`config.mk`:
```
export PLATFORM = sky130hd
export DESIGN_NAME = pe_array_seq
export DESIGN_NICKNAME = d
export VERILOG_FILES = /design/src/rtl/pe_array_seq.sv
export SDC_FILE = /design/constraint.sdc
export NUM_CORES = 1
export LEC_CHECK = 0
export BUFFER_PORTS_ARGS = -buffer_cell sky130_fd_sc_hd__buf_4
export CORE_ASPECT_RATIO = 0.6
export CORE_MARGIN = 10
export CORE_UTILIZATION = 60
export DETAILED_ROUTE_END_ITERATION = 8
export GPL_ROUTABILITY_DRIVEN = 1
export PLACE_DENSITY = 0.83
export SLEW_MARGIN = 10
export SYNTH_ARGS = -nofsm -noshare
export SYNTH_HDL_FRONTEND = slang
export SYNTH_SLANG_ARGS = --single-unit
```
`constraint.sdc`:
```
create_clock -name clk_i -period 4.2 [get_ports clk_i]
set_clock_uncertainty 0.2 [all_clocks]
set_input_delay 0.21 -clock clk_i [delete_from_list [all_inputs] [get_ports clk_i]]
set_output_delay 0.21 -clock clk_i [all_outputs]
set_load 0.05 [all_outputs]
```
`src/rtl/pe_array_seq.sv`:
```
// pe_array_seq: job sequencer for an NxN PE array (clear, weight load, run, drain).
// Optional RUN stall counter enabled by defining SEQ_STALL_CNT_EN.
module pe_array_seq #(
  parameter int N             = 3,
  parameter int NUM_COL_WIDTH = $clog2(N+1),
  parameter int SEL_WIDTH     = $clog2(N),
  parameter int CNT_WIDTH     = 16
) (
  input  logic                     clk_i,
  input  logic                     rst_i,
  input  logic                     start_i,
  input  logic [NUM_COL_WIDTH-1:0] filter_size_i,
  input  logic [CNT_WIDTH-1:0]     num_windows_i,
  input  logic                     feat_vld_i,
  output logic                     busy_o,
  output logic                     done_o,
  output logic                     err_o,
  output logic                     pe_rst_o,
  output logic                     pe_load_o,
  output logic                     pe_ready_o,
  output logic                     pe_start_op_o,
  output logic [SEL_WIDTH-1:0]     f_sel_o,
  output logic [NUM_COL_WIDTH-1:0] row_num_o,
  output logic [NUM_COL_WIDTH-1:0] column_num_o,
  output logic [NUM_COL_WIDTH-1:0] filter_size_o,
  output logic [CNT_WIDTH-1:0]     stall_cnt_o
);

  typedef enum logic [2:0] {
    S_IDLE, S_CLEAR, S_LOAD, S_READY,
    S_RUN, S_DRAIN, S_DONE
  } state_t;

  state_t state, state_nxt;

  logic [NUM_COL_WIDTH-1:0] fs;
  logic [CNT_WIDTH-1:0]     nw;
  logic [CNT_WIDTH-1:0]     win;
  logic [CNT_WIDTH-1:0]     cnt;
  logic [SEL_WIDTH-1:0]     fsel;

  logic legal, accept, wrap;
  logic last_row, last_drain, last_win;

  assign legal  = (filter_size_i != '0)
               && (32'(filter_size_i) <= N);
  assign accept = (state == S_IDLE) && start_i && legal;
  assign wrap   = 32'(fsel) == 32'(fs) - 32'd1;

  assign last_row   = cnt == CNT_WIDTH'(fs) - CNT_WIDTH'(1);
  assign last_drain = cnt == CNT_WIDTH'(fs) + CNT_WIDTH'(1);
  assign last_win   = (win + CNT_WIDTH'(1)) == nw;

  // Job fields and counters only move on the state they belong to.
  always_ff @(posedge clk_i) begin
    if (rst_i) begin
      state <= S_IDLE;
      fs    <= '0;
      nw    <= '0;
      win   <= '0;
      cnt   <= '0;
      fsel  <= '0;
    end else begin
      state <= state_nxt;
      unique case (state)
        S_IDLE: if (accept) begin
          fs   <= filter_size_i;
          nw   <= num_windows_i;
          win  <= '0;
          cnt  <= '0;
          fsel <= '0;
        end
        S_CLEAR: cnt <= '0;
        S_LOAD:  cnt <= cnt + CNT_WIDTH'(1);
        S_READY: cnt <= '0;
        S_RUN: if (feat_vld_i) begin
          if (wrap) begin
            fsel <= '0;
            win  <= win + CNT_WIDTH'(1);
          end else begin
            fsel <= fsel + SEL_WIDTH'(1);
          end
        end
        S_DRAIN: cnt <= cnt + CNT_WIDTH'(1);
        default: ;
      endcase
    end
  end

  always_comb begin
    state_nxt = state;
    unique case (state)
      S_IDLE:  if (accept) state_nxt = S_CLEAR;
      S_CLEAR: state_nxt = S_LOAD;
      S_LOAD:  if (last_row) state_nxt = S_READY;
      S_READY: state_nxt = (nw == '0) ? S_DRAIN : S_RUN;
      S_RUN:
        if (feat_vld_i && wrap && last_win)
          state_nxt = S_DRAIN;
      S_DRAIN: if (last_drain) state_nxt = S_DONE;
      S_DONE:  state_nxt = S_IDLE;
      default: state_nxt = S_IDLE;
    endcase
  end

  logic                     busy_d, done_d, err_d;
  logic                     rst_d, load_d, ready_d, op_d;
  logic [SEL_WIDTH-1:0]     fsel_d;
  logic [NUM_COL_WIDTH-1:0] row_d, fs_d;

  always_comb begin
    busy_d = state != S_IDLE;
    done_d = state == S_DONE;
    err_d  = (state == S_IDLE) && start_i && !legal;
    rst_d  = state == S_CLEAR;
    load_d = state == S_LOAD;
    ready_d = state == S_READY;
    op_d   = (state == S_RUN) && feat_vld_i;
    fsel_d = (state == S_RUN) ? fsel : '0;
    row_d  = (state == S_LOAD) ? cnt[NUM_COL_WIDTH-1:0] : '0;
    fs_d   = busy_d ? fs : '0;
  end

  always_ff @(posedge clk_i) begin
    if (rst_i) begin
      busy_o        <= 1'b0;
      done_o        <= 1'b0;
      err_o         <= 1'b0;
      pe_rst_o      <= 1'b0;
      pe_load_o     <= 1'b0;
      pe_ready_o    <= 1'b0;
      pe_start_op_o <= 1'b0;
      f_sel_o       <= '0;
      row_num_o     <= '0;
      column_num_o  <= '0;
      filter_size_o <= '0;
    end else begin
      busy_o        <= busy_d;
      done_o        <= done_d;
      err_o         <= err_d;
      pe_rst_o      <= rst_d;
      pe_load_o     <= load_d;
      pe_ready_o    <= ready_d;
      pe_start_op_o <= op_d;
      f_sel_o       <= fsel_d;
      row_num_o     <= row_d;
      column_num_o  <= fs_d;
      filter_size_o <= fs_d;
    end
  end

`ifdef SEQ_STALL_CNT_EN
  logic [CNT_WIDTH-1:0] stall_q;

  always_ff @(posedge clk_i) begin
    if (rst_i) begin
      stall_q <= '0;
    end else if (accept) begin
      stall_q <= '0;
    end else if ((state == S_RUN) && !feat_vld_i
                 && (stall_q != '1)) begin
      stall_q <= stall_q + CNT_WIDTH'(1);
    end
  end

  assign stall_cnt_o = stall_q;
`else
  assign stall_cnt_o = '0;
`endif

endmodule

```
# After elaboration in Yosys (flattened, before gate mapping)
# Index checks and enable logic that the tools add are counted.
# op_classes
addsub,6
eq_ne,16
n_mux,15
bitwise,3
reduce_logical,23
# ops
op,n
16-bit 2-to-1 mux,3
16-bit one-hot mux with 3 select lines,1
16-bit by 1-bit adder with 16-bit output (second input constant),2
16-bit == test,2
2-bit by 32-bit == test with 1-bit output,1
16-bit one-hot mux with 2 select lines,1
3-bit one-hot mux with 6 select lines,1
16-bit by 3-bit == test with 1-bit output,1
16-bit logical NOT,1
3-bit 2-to-1 mux,4
2-bit != test (second input constant),6
2-bit OR reduction,5
3-bit == test (second input constant),3
4-bit AND reduction,2
3-bit by 2-bit == test with 1-bit output (second input constant),2
1-bit logical AND,6
2-bit 2-to-1 mux,3
3-bit nonzero test,2
2-bit by 1-bit subtractor with 3-bit output (second input constant),2
2-bit one-hot mux with 2 select lines,1
2-bit AND reduction,2
2-bit nonzero test,2
2-bit by 1-bit adder with 3-bit output (second input constant),1
3-bit by 1-bit == test with 1-bit output (second input constant),1
6 further kinds,8
# word_totals
register_bits,68
input_bits,22
output_inout_bits,31
elab_cells,79

# Depth between registers and ports, before layout
# Gate-level depths: netlist (run 1).
# logic_depth
word_depth,6
mapped_depth,8
ltp_nobuf,8

# Worst setup path after synthesis (run 1)
# Ideal clock, no wire load.
# synth_timing
path_type,reg2reg
startpoint,register win[0]
endpoint,register state[0]
setup_ns,0.070
t_arrival_ns,2.056
required_ns,3.930
path_slack_ns,1.874
path_stages_with_launch,9
n_path_buf,1
period_less_slack_ns,2.326
cell_sequence,dfxtp_1 > ha_1 > buf_2 > nand3_4 > nor4_1 > xor2_1 > a2111oi_1 > nand4_1 > a21oi_1
# synth_via
elab_chain_len,5
# synth_lines
element,line_no,text
"start, declared",38,logic [CNT_WIDTH-1:0] win;
"start signal, assigned",79,win <= win + CNT_WIDTH'(1);
16-bit by 1-bit adder with 16-bit output,52,assign last_win = (win + CNT_WIDTH'(1)) == nw;
16-bit == test,52,
1-bit logical AND,98,if (feat_vld_i && wrap && last_win)
2-bit != test (no source line),n/a,
4-bit AND reduction (no source line),n/a,
"end signal, assigned",64,state <= state_nxt;
"end, declared",34,"state_t state, state_nxt;"
# Every way passes these cells.
# A chain may end at the register's enable or synchronous reset.

# Worst setup path in the final report (run 1)
# Ends and elaborated chain as after synthesis.

==> results_dict.tcl, run 1 <==
set metrics [dict create \
    grt.total_usage_pct 19.7 \
    numPortBuffers 36 \
    fmax_mhz 366 \
    ant_nets 0 \
    postCtsSetupBuffers 0 \
    cts-root-buf "clkbuf_8" \
    synth_top_area_cell "dfxtp_1" \
    wl_per_cell_microns 16.9 \
    cts_tree "built" \
    hold_path.class "in -> reg" \
    dp.final_hpwl_microns 6720 \
    startpoint_type "register" \
    vias_per_cell 5.93 \
    dr.pass1.iters 6 \
    report.final.slew_viol_count 0 \
    syn_inst 452 \
    std_cell_rows 22 \
    fin_nets 516 \
    finalWirelength_microns 9800 \
    max-clock-path-buffers 2 \
    ir_drop_v 0.000262 \
    drv_cap 0 \
    fin_crit_ns 2.73 \
    start_util_pct 61.7 \
    syn2layout_area_growth_pct 14.1 \
    power.total_mw 1.70 \
    drtIter0Drc 344 \
    grt_max_degree 53 \
    min_period_over_period_pct 65.0 \
    synth_ff_type "dfxtp_1" \
    rsz0062_at_grt "no" \
    htree_levels 3 \
    synth_area_sq_um 3750 \
    cts_made_buffers 9 \
    postSynthAreaPerCell_sq_um 8.30 \
    chipWidth_microns 122 \
    ios 53 \
    grt_overflow 0 \
    worst_pin_slew_ns 0.782 \
    clock_latency_ns 0.35 \
    num_vias 3436 \
    yosysWarnings 0 \
    finalSetupViolCount 0 \
    crit_fanout 8 \
    final_hold_viol_count 0 \
    critical_path_class "reg -> reg" \
    synthArstFlopShare_pct 0 \
    synth_enable_flop_cells 0 \
    dieArea_sq_um 9920 \
    whs_path_depth 2 \
    ys_ff_latch 68 \
    max_slew_margin_pct 47.9 \
    cp.arrival_ns 2.82 \
    p_per_area_nw_per_um2 396 \
    status "finished, final reports clean" \
    drc_errors 0 \
    place.gp.congestion 0.856 \
    antenna_found_initial 0 \
    synth-seq-area-share_pct 36.3 \
    grt_pass1_wl_microns 15700 \
    diodes 0 \
    critPathRequiredTime_ns 4.29 \
    setup-tns-final_ns 0 \
    placeableCoreArea_sq_um 6080 \
    first_global_vias 3093 \
    ctsResizeCount 0 \
    die_y_microns 81.2 \
    synth_area_leaders "dfxtp_1 (36%), a21oi_1 (5.9%), xor2_1 (5.8%)" \
    reg2regPathDepth 7 \
    cts.sinks 68 \
    power_leakage_nw 1.63 \
    synth_top_cell_area_share_pct 36.3 \
    clk_pin_slew_ns 0.07 \
    end_kind "register" \
    drive_gt1_share_pct 14.3 \
    synth.distinct_cells 67 \
]
worst max-delay path, cell delays in order, from the launching register on:
cell       delay, ns
dfxtp_1         0.49
ha_1            0.41
nand3_4         0.16
nor4_1          0.51
xor2_1          0.14
a2111oi_1       0.41
nand4_1         0.18
a21oi_1         0.17
synth_stat cells, types with 4 or more instances:
cell type and number:
ha_1 4, nand2_1 57, nor3b_1 4, nor4_1 6, xnor2_1 14, nor3_1 14, and3_1 5, clkbuf_1 13
nor2_1 38, buf_2 5, o21ai_0 14, a31oi_1 5, nand3b_1 6, a21oi_1 44, dfxtp_1 68, xor2_1 25
nand3_1 14, buf_4 23, inv_1 11, nand4_1 11, or4_1 4
kinds of logic (layout without fill, tap and decap cells):
group           Yosys count  count (layout)  share of synthesized area (%)
other cells               1              16                          0.100
flops                    68              68                           36.3
simple gates            192             192                           29.0
mux                       1               1                          0.267
fa+ha+maj                 4               4                           1.33
compound gates           92              92                           15.5
xor+xnor                 39              39                           9.11
buf+inv                  55              83                           8.37
registers in the layout (all words and copies together) (netlist names):
name and count:
busy_o 1, cnt 16, done_o 1, err_o 1, f_sel_o 2, filter_size_o 2, fs 2, fsel 2
nw 16, pe_load_o 1, pe_ready_o 1, pe_rst_o 1, pe_start_op_o 1, row_num_o 2, state 3, win 16
metrics by stage:
stage	area (sq um)	instances	util, %	setup slack, ns	hold slack, ns
5_1_grt	4280	579	70.4	1.24	0.134
3_5_place_dp	3910	543	64.3	1.55	0.225
2_1_floorplan	3810	467	-	1.87	0.0867
3_3_place_gp	3910	543	64.3	1.65	0.223
6_report	4280	579	70.4	1.47	0.115
4_1_cts	4280	579	70.3	1.53	0.111
timing repair:
item,in CTS,in global routing
hold buffers,20,0
hold endpoints to repair,20,0
setup endpoints to repair,0,0
power by group:
part | leakage [nW] | total [mW] | internal [mW] | switching (mW)
combinational | 0.992 | 0.456 | 0.161 | 0.294
clock | 0.0848 | 0.468 | 0.210 | 0.258
sequential | 0.551 | 0.772 | 0.695 | 0.0769
total | 1.63 | 1.70 | 1.07 | 0.629
path summary, 6_finish.rpt:
check                           startpoint        to  slack [ns]
worst max-delay path                win[0]  state[0]        1.47
worst min-delay path                 rst_i    busy_o        0.11
worst max register to register      win[0]  state[0]        1.47
worst min register to register       nw[8]     nw[8]        0.29
metal layers:
metal | vias to the layer above | GRT usage [%] | share of wire (%)
met3 | 15 | 5.89 | 12
li1 | 1640 | - | -
met1 | 1582 | 27.4 | 45
met4 | 0 | 6.67 | 1.4
met2 | 199 | 28.3 | 41
met5 | - | 0 | 0
final cells by class:
cell class	count	area, sq um
Timing Repair Buffer	56	470
Clock inverter	7	43.8
Tap cell	84	105
Multi-Input combinational cell	344	2140
Fill cell	464	1800
Inverter	11	41.3
Clock buffer	9	124
Sequential cell	68	1360
layout by cell type (no fill, tap or decap), types with 4 or more instances in the layout:
master / n
nor3_1: 14
nand3_1: 14
nor3b_1: 4
ha_1: 4
nand4_1: 11
a21oi_1: 44
buf_4: 36
nor4_1: 6
clkbuf_8: 9
nor2_1: 38
conb_1: 16
xnor2_1: 14
inv_1: 11
xor2_1: 25
and3_1: 5
a31oi_1: 5
dlygate4sd3_1: 20
o21ai_0: 14
dfxtp_1: 68
nand3b_1: 6
clkinv_2: 4
nand2_1: 57
or4_1: 4
Power figures use the tool's default switching activity.
==> run 2: changes to the inputs <==
--- a/config.mk
+++ b/config.mk
@@ -5,13 +5,14 @@
 export SDC_FILE = /design/constraint.sdc
 export NUM_CORES = 1
 export LEC_CHECK = 0
+export ABC_AREA = 1
 export BUFFER_PORTS_ARGS = -buffer_cell sky130_fd_sc_hd__buf_4
 export CORE_ASPECT_RATIO = 0.6
 export CORE_MARGIN = 10
-export CORE_UTILIZATION = 60
+export CORE_UTILIZATION = 57
 export DETAILED_ROUTE_END_ITERATION = 8
 export GPL_ROUTABILITY_DRIVEN = 1
-export PLACE_DENSITY = 0.83
+export PLACE_DENSITY = 0.8
 export SLEW_MARGIN = 10
 export SYNTH_ARGS = -nofsm -noshare
 export SYNTH_HDL_FRONTEND = slang
==> constraint.sdc (replaced) <==
create_clock -name clk_i -period 2.75 [get_ports clk_i]
set_clock_uncertainty 0.2 [all_clocks]
set_input_delay 0.1375 -clock clk_i [delete_from_list [all_inputs] [get_ports clk_i]]
set_output_delay 0.1375 -clock clk_i [all_outputs]
set_load 0.05 [all_outputs]
==> run 2 against run 1 <==
Net effect: flip-flop and latch count stayed put; die area is 2.4% higher; area after synthesis shrank 2.1%; setup slack worse by 1.2 ns; sequential power is 81% higher; sequential share of layout area fell by 0.55 points; register-to-register slack worse by 1.2 ns; clock power grew 56%; critical path depth up 7; synthesized cell count is 19% higher; wire length is 6.0% higher; non-clock buffer count is 6 higher.
==> results_dict.tcl, run 2 <==
set metrics [dict create \
    p_per_area_nw_per_um2 811 \
    syn2layout_area_growth_pct 18.7 \
    clock_latency_ns 0.35 \
    synth-seq-area-share_pct 37.1 \
    synth_area_leaders "dfxtp_1 (37%), nand2_1 (12%), inv_1 (7.1%)" \
    layout_commonest_cell "nand2_1" \
    post_dp_cell_area_sq_um 3960 \
    ys_ff_latch 68 \
    cts-root-buf "clkbuf_8" \
    min_period_over_period_pct 92.0 \
    placeableCoreArea_sq_um 6170 \
    ios 53 \
    synth_enable_flop_cells 0 \
    cp.arrival_ns 2.63 \
    fmax_mhz 395 \
    dr.pass1.iters 5 \
    max_slew_margin_pct 62.1 \
    synth_ff_type "dfxtp_1" \
    end_kind "register" \
    synth.most_common_cell "nand2_1" \
    start_util_pct 59.5 \
    critPathRequiredTime_ns 2.85 \
    ir_drop_v 0.000514 \
    yosysWarnings 0 \
    vias_per_cell 5.47 \
    fill_cells 503 \
    final_hold_viol_count 0 \
    antenna_found_initial 0 \
    syn_inst 539 \
    dp.final_hpwl_microns 7880 \
    finalSetupViolCount 0 \
    die_y_microns 82.2 \
    synthArstFlopShare_pct 0 \
    ant_nets 0 \
    synth_area_sq_um 3670 \
    fin_nets 627 \
    register_area_sq_um 1360 \
    rsz0062_at_grt "no" \
    synth.distinct_cells 41 \
    cts_made_buffers 9 \
    grt.total_usage_pct 21.2 \
    top_regs "cnt x16, nw x16, win x16" \
    fin_crit_ns 2.53 \
    grt_overflow 0 \
    cts.sinks 68 \
    grt_max_degree 33 \
    wl_per_cell_microns 15.1 \
    drv_cap 0 \
    max-clock-path-buffers 2 \
    diodes 0 \
    drc_errors 0 \
    place.gp.congestion 0.970 \
    worst_pin_slew_ns 0.563 \
    hold_path.class "in -> reg" \
    stdcell_area_sq_um 4360 \
    power_leakage_nw 1.88 \
    grt_pass1_wl_microns 16900 \
    critical_path_class "in -> reg" \
    num_vias 3769 \
    htree_levels 3 \
    chipWidth_microns 124 \
    startpoint_type "input pin" \
    std_cell_rows 22 \
    postCtsSetupBuffers 0 \
    cts_tree "built" \
    synth_top_cell_area_share_pct 37.1 \
    finalWirelength_microns 10400 \
    postSynthAreaPerCell_sq_um 6.81 \
    first_global_vias 3434 \
    drtIter0Drc 451 \
    drive_gt1_share_pct 14.4 \
    synth_top_area_cell "dfxtp_1" \
    report.final.slew_viol_count 0 \
    numPortBuffers 36 \
    crit_fanout 32 \
    clk_pin_slew_ns 0.07 \
    dieArea_sq_um 10200 \
    setup-tns-final_ns 0 \
    multiInputGateArea_sq_um 1890 \
    final_cell_mix "nand2_1 (113), inv_1 (69), dfxtp_1 (68)" \
    ys_top_cells_by_count "nand2_1 (113), inv_1 (69), dfxtp_1 (68)" \
    status "finished, final reports clean" \
]
[run 2: worst paths after layout]
kind                            slack, ns  cells past startpoint  endpoint        startpoint
worst min-delay path                 0.09                      5     fs[1]           start_i
worst max register to register       0.28                     13    win[7]             fs[0]
worst min register to register       0.28                      2   cnt[15]           cnt[15]
worst max-delay path                 0.22                     14    win[7]  filter_size_i[0]
[run 2: critical path, stage by stage]
cell           delay [ns]
dlygate4sd3_1        0.54
buf_4                0.14
or2_2                0.32
nand2_4              0.29
inv_2                0.11
a21oi_2              0.17
inv_2                0.06
o21ai_2              0.17
inv_4                0.14
nor2_8               0.21
inv_4                0.09
o21ai_1              0.09
o21ai_1              0.09
inv_2                0.05
[run 2: cell type report]
type / count / share of cell area [%]
Inverter: 81 / 7.09
Tap cell: 84 / 2.41
Multi-Input combinational cell: 379 / 43.4
Clock inverter: 2 / 0.230
Clock buffer: 13 / 3.65
Sequential cell: 68 / 31.2
Timing Repair Buffer: 62 / 11.9
[run 2: power breakdown]
part | leakage, nW | total [mW] | switching, mW | internal, mW
Clock | 0.0893 | 0.730 | 0.361 | 0.369
Sequential | 0.555 | 1.40 | 0.222 | 1.18
Combinational | 1.24 | 1.40 | 0.941 | 0.460
Total | 1.88 | 3.53 | 1.52 | 2.01
[run 2: logic make-up after synthesis]
family,Yosys count,share of synthesized area [%]
buf+inv,107,13.1
flops,68,37.1
simple gates,259,32.7
compound gates,93,13.7
other cells,1,0.102
xor+xnor,7,2.04
fa+ha+maj,4,1.36
[run 2: timing repair]
item | in CTS | in global routing
hold endpoints to repair | 33 | 0
resized for setup | 0 | 1
hold buffers | 22 | 0
endpoints found under the setup margin | 0 | 3
[run 2: routing by layer]
layer | GRT usage (%) | wire, microns
met2 | 29.3 | 4080
met1 | 29.9 | 4960
met5 | 0 | 0
met3 | 8.40 | 1170
met4 | 5.79 | 184
[run 2: through the flow]
stage	instances	util [%]	setup slack [ns]	hold WS [ns]	total power, mW
after detailed placement	652	64.3	0.227	0.200	2.74
final	689	70.7	0.221	0.0897	3.53
after floorplan	554	-	0.660	0.0725	2.39
after global placement	652	64.3	0.288	0.193	2.71
after CTS	689	70.6	0.211	0.0855	3.50
after global routing	689	70.7	0.0564	0.0864	3.77
